==> src/rtl/rf_pkg.sv <==
// Shared definitions for the register-file write-port arbiter.
// Select constants are also used by the RF_WR_ARB_PROTECT_EN write filter.
package rf_pkg;

    localparam int RF_SEL_W   = 5;
    localparam int RF_DATA_W  = 32;
    localparam int RF_ENTRY_W = RF_SEL_W + RF_DATA_W;

    localparam logic [4:0] RF_SEL_LINE_STATUS = 5'd9;
    localparam logic [4:0] RF_SEL_INPUT       = 5'd10;
    localparam logic [4:0] RF_SEL_R31         = 5'd31;
    localparam logic [4:0] RF_NUM_GEN         = 5'd9;

    typedef enum logic [0:0] {
        CPU_PRI   = 1'b0,
        AUX_FORCE = 1'b1
    } rf_state_e;

    // Status registers are never writable; the aux port may only reach r0 and r31.
    function automatic logic rf_sel_blocked(input logic [4:0] sel, input logic from_aux);
        logic blocked;
        if ((sel == RF_SEL_LINE_STATUS) || (sel == RF_SEL_INPUT)) begin
            blocked = 1'b1;
        end else if (from_aux) begin
            blocked = ((sel != 5'd0) && (sel < RF_NUM_GEN)) ||
                      ((sel > RF_SEL_INPUT) && (sel != RF_SEL_R31));
        end else begin
            blocked = 1'b0;
        end
        return blocked;
    endfunction

endpackage

==> src/rtl/rf_wr_fifo.sv <==
// Synchronous FIFO for queued auxiliary register-file writes.
// Push is ignored when full and pop is ignored when empty; the read port shows the head.
module rf_wr_fifo #(
    parameter int DEPTH = 4,
    parameter int WIDTH = 37
) (
    input  logic                       clk,
    input  logic                       rst,
    input  logic                       i_push,
    input  logic                       i_pop,
    input  logic [WIDTH-1:0]           i_wdata,
    output logic [WIDTH-1:0]           o_rdata,
    output logic                       o_full,
    output logic                       o_empty,
    output logic [$clog2(DEPTH):0]     o_count
);

    localparam int PTR_W = $clog2(DEPTH);
    localparam int CNT_W = PTR_W + 1;

    logic [WIDTH-1:0] r_mem [DEPTH];
    logic [PTR_W-1:0] r_wr_ptr;
    logic [PTR_W-1:0] r_rd_ptr;
    logic [CNT_W-1:0] r_count;
    logic             w_push;
    logic             w_pop;

    assign o_full  = (r_count == CNT_W'(DEPTH));
    assign o_empty = (r_count == CNT_W'(0));
    assign o_count = r_count;
    assign o_rdata = r_mem[r_rd_ptr];
    assign w_push  = i_push & ~o_full;
    assign w_pop   = i_pop & ~o_empty;

    // Pointer and occupancy tracking; power-of-two depth makes pointers wrap naturally.
    always_ff @(posedge clk or posedge rst) begin
        if (rst) begin
            r_wr_ptr <= '0;
            r_rd_ptr <= '0;
            r_count  <= '0;
        end else begin
            if (w_push) r_wr_ptr <= r_wr_ptr + PTR_W'(1);
            if (w_pop)  r_rd_ptr <= r_rd_ptr + PTR_W'(1);
            case ({w_push, w_pop})
                2'b10:   r_count <= r_count + CNT_W'(1);
                2'b01:   r_count <= r_count - CNT_W'(1);
                default: r_count <= r_count;
            endcase
        end
    end

    // Entry storage.
    always_ff @(posedge clk) begin
        if (w_push) r_mem[r_wr_ptr] <= i_wdata;
    end

endmodule

==> src/rtl/rf_wr_arb.sv <==
// Register-file write-port arbiter: CPU fixed priority, queued aux writes with starvation relief.
// Optional write filter enabled by defining RF_WR_ARB_PROTECT_EN.
module rf_wr_arb
    import rf_pkg::*;
#(
    parameter int STARVE_LIMIT = 4,
    parameter int FIFO_DEPTH   = 4
) (
    input  logic                 clk,
    input  logic                 rst,
    input  logic                 cpu_wr_en,
    input  logic [RF_SEL_W-1:0]  cpu_wr_sel,
    input  logic [RF_DATA_W-1:0] cpu_wr_data,
    output logic                 cpu_stall,
    input  logic                 aux_valid,
    output logic                 aux_ready,
    input  logic [RF_SEL_W-1:0]  aux_sel,
    input  logic [RF_DATA_W-1:0] aux_data,
    output logic                 write,
    output logic [RF_SEL_W-1:0]  writeregsel,
    output logic [RF_DATA_W-1:0] writedata,
    output logic                 err
);

    rf_state_e                   r_state;
    logic [3:0]                  r_starve_cnt;
    logic                        r_write;
    logic [RF_SEL_W-1:0]         r_sel;
    logic [RF_DATA_W-1:0]        r_data;
    logic                        r_err;
    logic [RF_ENTRY_W-1:0]       w_head;
    logic                        w_full;
    logic                        w_empty;
    logic [$clog2(FIFO_DEPTH):0] w_count;
    logic                        w_grant_cpu;
    logic                        w_grant_aux;
    logic [RF_SEL_W-1:0]         w_grant_sel;
    logic [RF_DATA_W-1:0]        w_grant_data;
    logic                        w_drop;

    rf_wr_fifo #(
        .DEPTH (FIFO_DEPTH),
        .WIDTH (RF_ENTRY_W)
    ) u_fifo (
        .clk     (clk),
        .rst     (rst),
        .i_push  (aux_valid),
        .i_pop   (w_grant_aux),
        .i_wdata ({aux_sel, aux_data}),
        .o_rdata (w_head),
        .o_full  (w_full),
        .o_empty (w_empty),
        .o_count (w_count)
    );

    // Stall and ready depend only on state and occupancy so requesters see no loop.
    assign cpu_stall = (r_state == AUX_FORCE);
    assign aux_ready = ~w_full;

    // Grant selection.
    always_comb begin
        w_grant_cpu = 1'b0;
        w_grant_aux = 1'b0;
        if (r_state == AUX_FORCE) begin
            w_grant_aux = ~w_empty;
        end else if (cpu_wr_en) begin
            w_grant_cpu = 1'b1;
        end else begin
            w_grant_aux = ~w_empty;
        end
        w_grant_sel  = w_grant_cpu ? cpu_wr_sel  : w_head[RF_ENTRY_W-1:RF_DATA_W];
        w_grant_data = w_grant_cpu ? cpu_wr_data : w_head[RF_DATA_W-1:0];
    end

`ifdef RF_WR_ARB_PROTECT_EN
    assign w_drop = (w_grant_cpu | w_grant_aux) & rf_sel_blocked(w_grant_sel, w_grant_aux);
`else
    assign w_drop = 1'b0;
`endif

    // Arbitration FSM with starvation counter.
    always_ff @(posedge clk or posedge rst) begin
        if (rst) begin
            r_state      <= CPU_PRI;
            r_starve_cnt <= 4'd0;
        end else begin
            case (r_state)
                CPU_PRI: begin
                    if (w_grant_aux || (w_count == '0)) begin
                        r_starve_cnt <= 4'd0;
                    end else if (w_grant_cpu) begin
                        r_starve_cnt <= r_starve_cnt + 4'd1;
                        if ((r_starve_cnt + 4'd1) == 4'(STARVE_LIMIT)) r_state <= AUX_FORCE;
                    end else begin
                        r_starve_cnt <= r_starve_cnt;
                    end
                end
                AUX_FORCE: begin
                    r_starve_cnt <= 4'd0;
                    r_state      <= CPU_PRI;
                end
                default: begin
                    r_starve_cnt <= 4'd0;
                    r_state      <= CPU_PRI;
                end
            endcase
        end
    end

    // Registered write port; a filtered write is consumed but only raises err.
    always_ff @(posedge clk or posedge rst) begin
        if (rst) begin
            r_write <= 1'b0;
            r_sel   <= '0;
            r_data  <= '0;
            r_err   <= 1'b0;
        end else begin
            r_write <= (w_grant_cpu | w_grant_aux) & ~w_drop;
            r_err   <= w_drop;
            if ((w_grant_cpu | w_grant_aux) && !w_drop) begin
                r_sel  <= w_grant_sel;
                r_data <= w_grant_data;
            end
        end
    end

    assign write       = r_write;
    assign writeregsel = r_sel;
    assign writedata   = r_data;
    assign err         = r_err;

endmodule

==> config.mk <==
export PLATFORM = sky130hd
export DESIGN_NAME = rf_wr_arb
export DESIGN_NICKNAME = d
export VERILOG_FILES = /design/src/rtl/rf_pkg.sv /design/src/rtl/rf_wr_fifo.sv /design/src/rtl/rf_wr_arb.sv
export SDC_FILE = /design/constraint.sdc
export NUM_CORES = 1
export LEC_CHECK = 0
export ABC_CLOCK_PERIOD_IN_PS = 3100
export BUFFER_PORTS_ARGS = -buffer_cell sky130_fd_sc_hd__buf_2
export CORE_MARGIN = 2
export CORE_UTILIZATION = 55
export CTS_CLUSTER_DIAMETER = 200
export DETAILED_ROUTE_END_ITERATION = 10
export GPL_ROUTABILITY_DRIVEN = 0
export HOLD_SLACK_MARGIN = 0.06
export PLACE_DENSITY = 0.83
export SYNTH_ARGS = -nofsm -noshare
export SYNTH_HDL_FRONTEND = slang
export SYNTH_SLANG_ARGS = --single-unit
==> constraint.sdc <==
create_clock -name clk -period 3.1 [get_ports clk]
set_input_delay 0.62 -clock clk [delete_from_list [all_inputs] [get_ports clk]]
set_output_delay 0.62 -clock clk [all_outputs]
set_load 0.01 [all_outputs]
Yosys cells after proc, flatten, opt, wreduce, memory -nomap -nowiden
Memories as Yosys holds them, arrays and structs flattened. Cells that the tools add are included.

Flip-flop bits (word level): 50. RAM bits: 148. Input bits: 78. Memories: 1.

Memories: u_fifo.r_mem (depth 4, width 37, read ports 1, clocked after Yosys merged registers in 0, wr ports 1, line rf_wr_fifo.sv:21) `logic [WIDTH-1:0] r_mem [DEPTH];`.

Add/sub/neg operators: 5. Equality and inequality tests: 5. Mux-type cells: 16. Bitwise logic cells: 6. Reductions and logical operators: 3.

Operators by type and width (count): $mux W32 (1); $mux W1 (9); $mux W4 (2); $pmux W4 S2 (1); $pmux W3 S2 (1); $mux W5 (1); $add A2 B1 Y2 const B (2); $add A4 B1 Y4 const B (1); $eq A4 B3 Y1 const B (1); $add A3 B1 Y3 const B (1); $eq A3 B3 Y1 const B (1); $logic_not A3 Y1 (1); $ne A3 B3 Y1 const B (1); $not A1 Y1 (3); $sub A3 B1 Y3 const B (1); $and A1 B1 Y1 (2); $eq A2 B1 Y1 const B (1); $eq A2 B2 Y1 const B (1); $pmux W1 S2 (1); $reduce_bool A2 Y1 (1); $logic_or A1 B1 Y1 (1); $or A1 B1 Y1 (1).

Depth between registers and ports, before layout
Depth in word-level cells: 7. Depth in mapped cells: 9.

Cells and area by module
A second synthesis with hierarchy kept.

Cell total of the unflattened synthesis: 422. Area, all modules: 7891.3 µm².

Modules (own cells, without submodules): rf_wr_fifo (times used 1, cells an instance 231, area an instance 5759.3 µm², sequential area each 4619.4 µm²); rf_wr_arb (times used 1, cells an instance 191, area an instance 2132.0 µm², sequential area each 1076.0 µm²).

Worst setup path after synthesis
OpenSTA, ideal clock, no wires.

Path kind: input-to-reg. From: in cpu_wr_en. To: reg u_fifo.r_count[2], in the netlist u_fifo.o_count[2]. Library setup time: 79 ps. Arrival: 2237 ps. Slack: 784 ps. Stages: 9. Buffers on the path: 1. Cells stage by stage: nor2b_1 > nor2_1 > clkbuf_1 > ha_1 > inv_1 > fa_1 > xor2_1 > nor2_1 > xor2_1.

Longest elaborated chain between the ends: 5.

Ends and longest elaborated chain: start: declaration (line rf_wr_arb.sv:11) `input logic cpu_wr_en,`; $mux W1 * (line rf_wr_arb.sv:66) `end else if (cpu_wr_en) begin`; $mux W1 * (line rf_wr_arb.sv:64) `if (r_state == AUX_FORCE) begin`; $and A1 B1 Y1 * (line rf_wr_fifo.sv:33) `assign w_pop = i_pop & ~o_empty;`; named net u_fifo.w_pop (line rf_wr_fifo.sv:26) `logic w_pop;`; $eq A2 B1 Y1 / $eq A2 B2 Y1 (equally long branches) (line rf_wr_fifo.sv:44) `case ({w_push, w_pop})`; $pmux W3 S2 / $reduce_bool A2 Y1 (equally long branches); end signal: assignment (line rf_wr_fifo.sv:45) `2'b10: r_count <= r_count + CNT_W'(1);`; end signal: assignment (line rf_wr_fifo.sv:46) `2'b01: r_count <= r_count - CNT_W'(1);`; end signal: assignment (line rf_wr_fifo.sv:47) `default: r_count <= r_count;`; end: declaration (line rf_wr_fifo.sv:24) `logic [CNT_W-1:0] r_count;`.

Mark *: on every way through the listed nets, which the timed path passes. The rest lies on a longest branch. A chain may end at the register's enable or synchronous reset.

Worst setup path after layout
From: reg u_fifo.r_count[0], in the netlist u_fifo.o_count[0]. To: reg u_fifo.r_count[2], in the netlist u_fifo.o_count[2].

Longest elaborated chain between the ends: 7.

Ends and longest elaborated chain: $logic_not A3 Y1 (line rf_wr_fifo.sv:29) `assign o_empty = (r_count == CNT_W'(0));`; $not A1 Y1 (line rf_wr_fifo.sv:33, rf_wr_arb.sv:65, rf_wr_arb.sv:69); $mux W1 (line rf_wr_arb.sv:66); $mux W1 (line rf_wr_arb.sv:64); $and A1 B1 Y1 (line rf_wr_fifo.sv:33); $eq A2 B1 Y1 / $eq A2 B2 Y1 (equally long branches) (line rf_wr_fifo.sv:44); $pmux W3 S2 / $reduce_bool A2 Y1 (equally long branches).

Several ways; a longest one is shown, not always the timed one.

==> results.toml <==
[cts]
post-cts-setup-buffer-count = 0
clock_latency_ps = 430
largest_buffer_count_on_any_clock_path = 2
num_cts_buffers = 17
tritoncts_clock_tree = "done"
clock-root-buffer = "sky130_fd_sc_hd__clkbuf_16"
cts_hold_fix_bufs = 0
clk_pin_slew_ps = 70
tritoncts_num_sinks = 198
cts-htree-levels = 4
post_cts_resized = 0

[timing]
final.setup_skew_ps = 8.614
timing_hold_violations_final = 0
max-slew-margin-rel = 0.3400
timing.fmax_ghz = 0.4363
actual_slew_at_the_worst_max_slew_pin_ps = 990.0
timing.setup.tns_ps = 0
min_period_over_period = 0.7394
setup-violations-final = 0
final_period_minus_worst_setup_slack_ps = 2292
grt_setup_unrepaired = "no"
final-max-slew-violation-count = 0

[logic_synthesis]
post_synth_inst_count = 380
post_synth_main_area_contributors = "sky130_fd_sc_hd__edfxtp_1 59%, sky130_fd_sc_hd__dfrtp_1 16%, sky130_fd_sc_hd__mux4_2 11%, sky130_fd_sc_hd__a221o_1 4.9%, sky130_fd_sc_hd__and3_1 3.4%"
ys_seq_area_frac = 0.7509
post_synth_instance_area_um2 = 7585
synth_edf_count = 148
synth_top_family_by_area = "multiplexers"
synth-main-ff-cell = "sky130_fd_sc_hd__edfxtp_1"
synth_nets = 465
xor_and_xnor_area_share_after_synthesis = 0.009238
synth-async-reset-ratio = 0.2525
synth_simple_gate_area_share = 0.04553
synthAdderAreaFrac = 0.01254
synth.area.mux_share = 0.1127
synthesized_area_fraction_occupied_by_ao_oa_aoi_and_oai_cells = 0.04883
synth_top_cell_by_area = "sky130_fd_sc_hd__edfxtp_1"
synth_warnings = 0
post-synth-top-area-fraction = 0.5859
yosys_register_bits = 198
post_synth.cell_area_avg_um2 = 19.96
library_cells_used_by_synthesis = 27

[global_routing]
vias_in_the_first_global_route = 4295
grt_start_max_net_pins = 41
grt_first_pass_wirelength_um = 23920
global_route.usage.total = 0.2251
globalRoute.totalOverflow = 0
antenna_violations_before_repair = 0

[setup_path]
path_max_fanout = 6
timing_worst_setup_path_type = "flip-flop to flip-flop"
cp-start-kind = "flip-flop"
category_of_the_worst_setup_path_capture_point = "flip-flop"
crit_required_ps = 3450
cp_data_arrival_time_ps = 2640

[die]
die-area_um2 = 14750
die_w_um = 121.4
initial_standard_cell_utilization_of_the_core = 0.5682
io-pin-count = 119
die-height_um = 121.4
design.core.area_um2 = 13350
rows = 42

[placement]
io_buffers = 117
dpl-instance-area_um2 = 8378
detailedPlacementHpwl_um = 9545

[cells_and_area]
area_growth_pct = 17.06
post_layout_net_count = 586
drive_above_1_share = 0.3911
stdcell_area_um2 = 8879
most_common_cell_after_layout_fill_and_taps_aside = "sky130_fd_sc_hd__edfxtp_1"
layout_common_cells = "148 x sky130_fd_sc_hd__edfxtp_1, 117 x sky130_fd_sc_hd__buf_2, 48 x sky130_fd_sc_hd__dfrtp_1"
final_core_util = 0.6652
antenna_cells_inserted = 0

[detailed_routing]
detail_route.wirelength_um = 15320
route.detailed.wl_per_inst_um = 22.20
dr_total_vias = 4124
drt_iter0_drc = 345
detailedRoute.firstPassIterationCount = 5
route.antenna.remaining_nets = 0
detail_route.vias_per_cell = 5.977
drc_errors = 0

[power]
powerDensity_nw_per_um2 = 896.6
vdd_drop_max_mv = 0.4218
cellLeakagePower_nw = 3.490

[run_status]
outcome = "finished, final reports clean"

[worst_hold_path]
min_path_type = "input pin to async pin"

[flow_run]
max-cap-violations = 0
power breakdown:
group          internal [mW]  switching, mW
clock                   1.01          0.879
sequential              3.56          0.377
combinational           1.05           1.09
total                   5.62           2.34
flip-flops by register name, summed over array words and instances (netlist names):
register and cells:
u_fifo.r_mem 148, u_fifo.r_wr_ptr 2, cpu_stall 1, writedata 32, r_starve_cnt 4, u_fifo.r_rd_ptr 2
writeregsel 5, write 1, u_fifo.o_count 3
Yosys cell counts, drive strengths merged (2+ instances only):
master  instances
xor2            5
nor2            6
and3           41
nand2b          2
a221o          37
mux4           37
dfrtp          50
clkbuf         14
xnor2           3
inv             7
edfxtp        148
ha              6
nand2           2
buf            12
final cells by class:
type / count / area, µm²
multi-input cells: 149 / 1765
fillers: 903 / 4469
inverters: 7 / 26.28
clock inverters: 12 / 63.81
clock buffers: 20 / 436.7
flip-flops and latches: 198 / 5698
repair buffers: 128 / 668.1
well taps: 176 / 220.2
routing by layer:
metal,track usage,wire [µm]
met5,0,0
met1,0.3016,6281
met2,0.3694,7869
met4,0.07328,185
met3,0.05310,981
path summary, 6_finish.rpt:
kind,start,end,slack (ps),cells after the start
worst min register to register,r_starve_cnt[3]$_DFFE_PP0P_,cpu_stall$_DFF_PP0_,470,1
min in group clk,aux_data[1],u_fifo.r_mem[3][1]$_DFFE_PP_,400,1
worst max-delay path,u_fifo.o_count[0]$_DFFE_PP0P_,u_fifo.o_count[2]$_DFFE_PP0P_,810,8
worst max register to register,u_fifo.o_count[0]$_DFFE_PP0P_,u_fifo.o_count[2]$_DFFE_PP0P_,810,8
max in group asynchronous,rst,r_starve_cnt[2]$_DFFE_PP0P_,2000,3
worst min-delay path,rst,write$_DFF_PP0_,360,2
cell families (layout without fill, tap and decap cells):
kind of cell	count (synthesis)	after routing
AO/OA/AOI/OAI	37	37
XOR/XNOR	8	8
flip-flops	198	198
AND/OR/NAND/NOR	57	57
other	1	1
buffers and inverters	33	167
multiplexers	39	39
adder cells (fa/ha/maj)	7	7
critical path, stage by stage, from the launching register on:
cell	delay, ps
sky130_fd_sc_hd__dfrtp_1	440
sky130_fd_sc_hd__or3b_2	530
sky130_fd_sc_hd__nand2_1	170
sky130_fd_sc_hd__ha_1	210
sky130_fd_sc_hd__inv_1	60
sky130_fd_sc_hd__fa_1	370
sky130_fd_sc_hd__xor2_1	160
sky130_fd_sc_hd__nor2_1	130
sky130_fd_sc_hd__xor2_1	150
through the flow:
| stage | instances | total power [mW] | setup slack, ps | hold slack [ps] |
|---|---|---|---|---|
| 3_3_place_gp | 658 | 6.044 | 935.4 | 443.3 |
| 3_5_place_dp | 658 | 6.145 | 835.4 | 468.9 |
| 2_1_floorplan | 380 | 5.367 | 784.0 | 431.5 |
| 5_1_grt | 690 | 8.347 | 700.6 | 396.7 |
| 6_report | 690 | 7.961 | 807.8 | 363.6 |
| 4_1_cts | 690 | 8.050 | 813.2 | 383.7 |
Note: power is estimated with default switching activity, not from simulation.
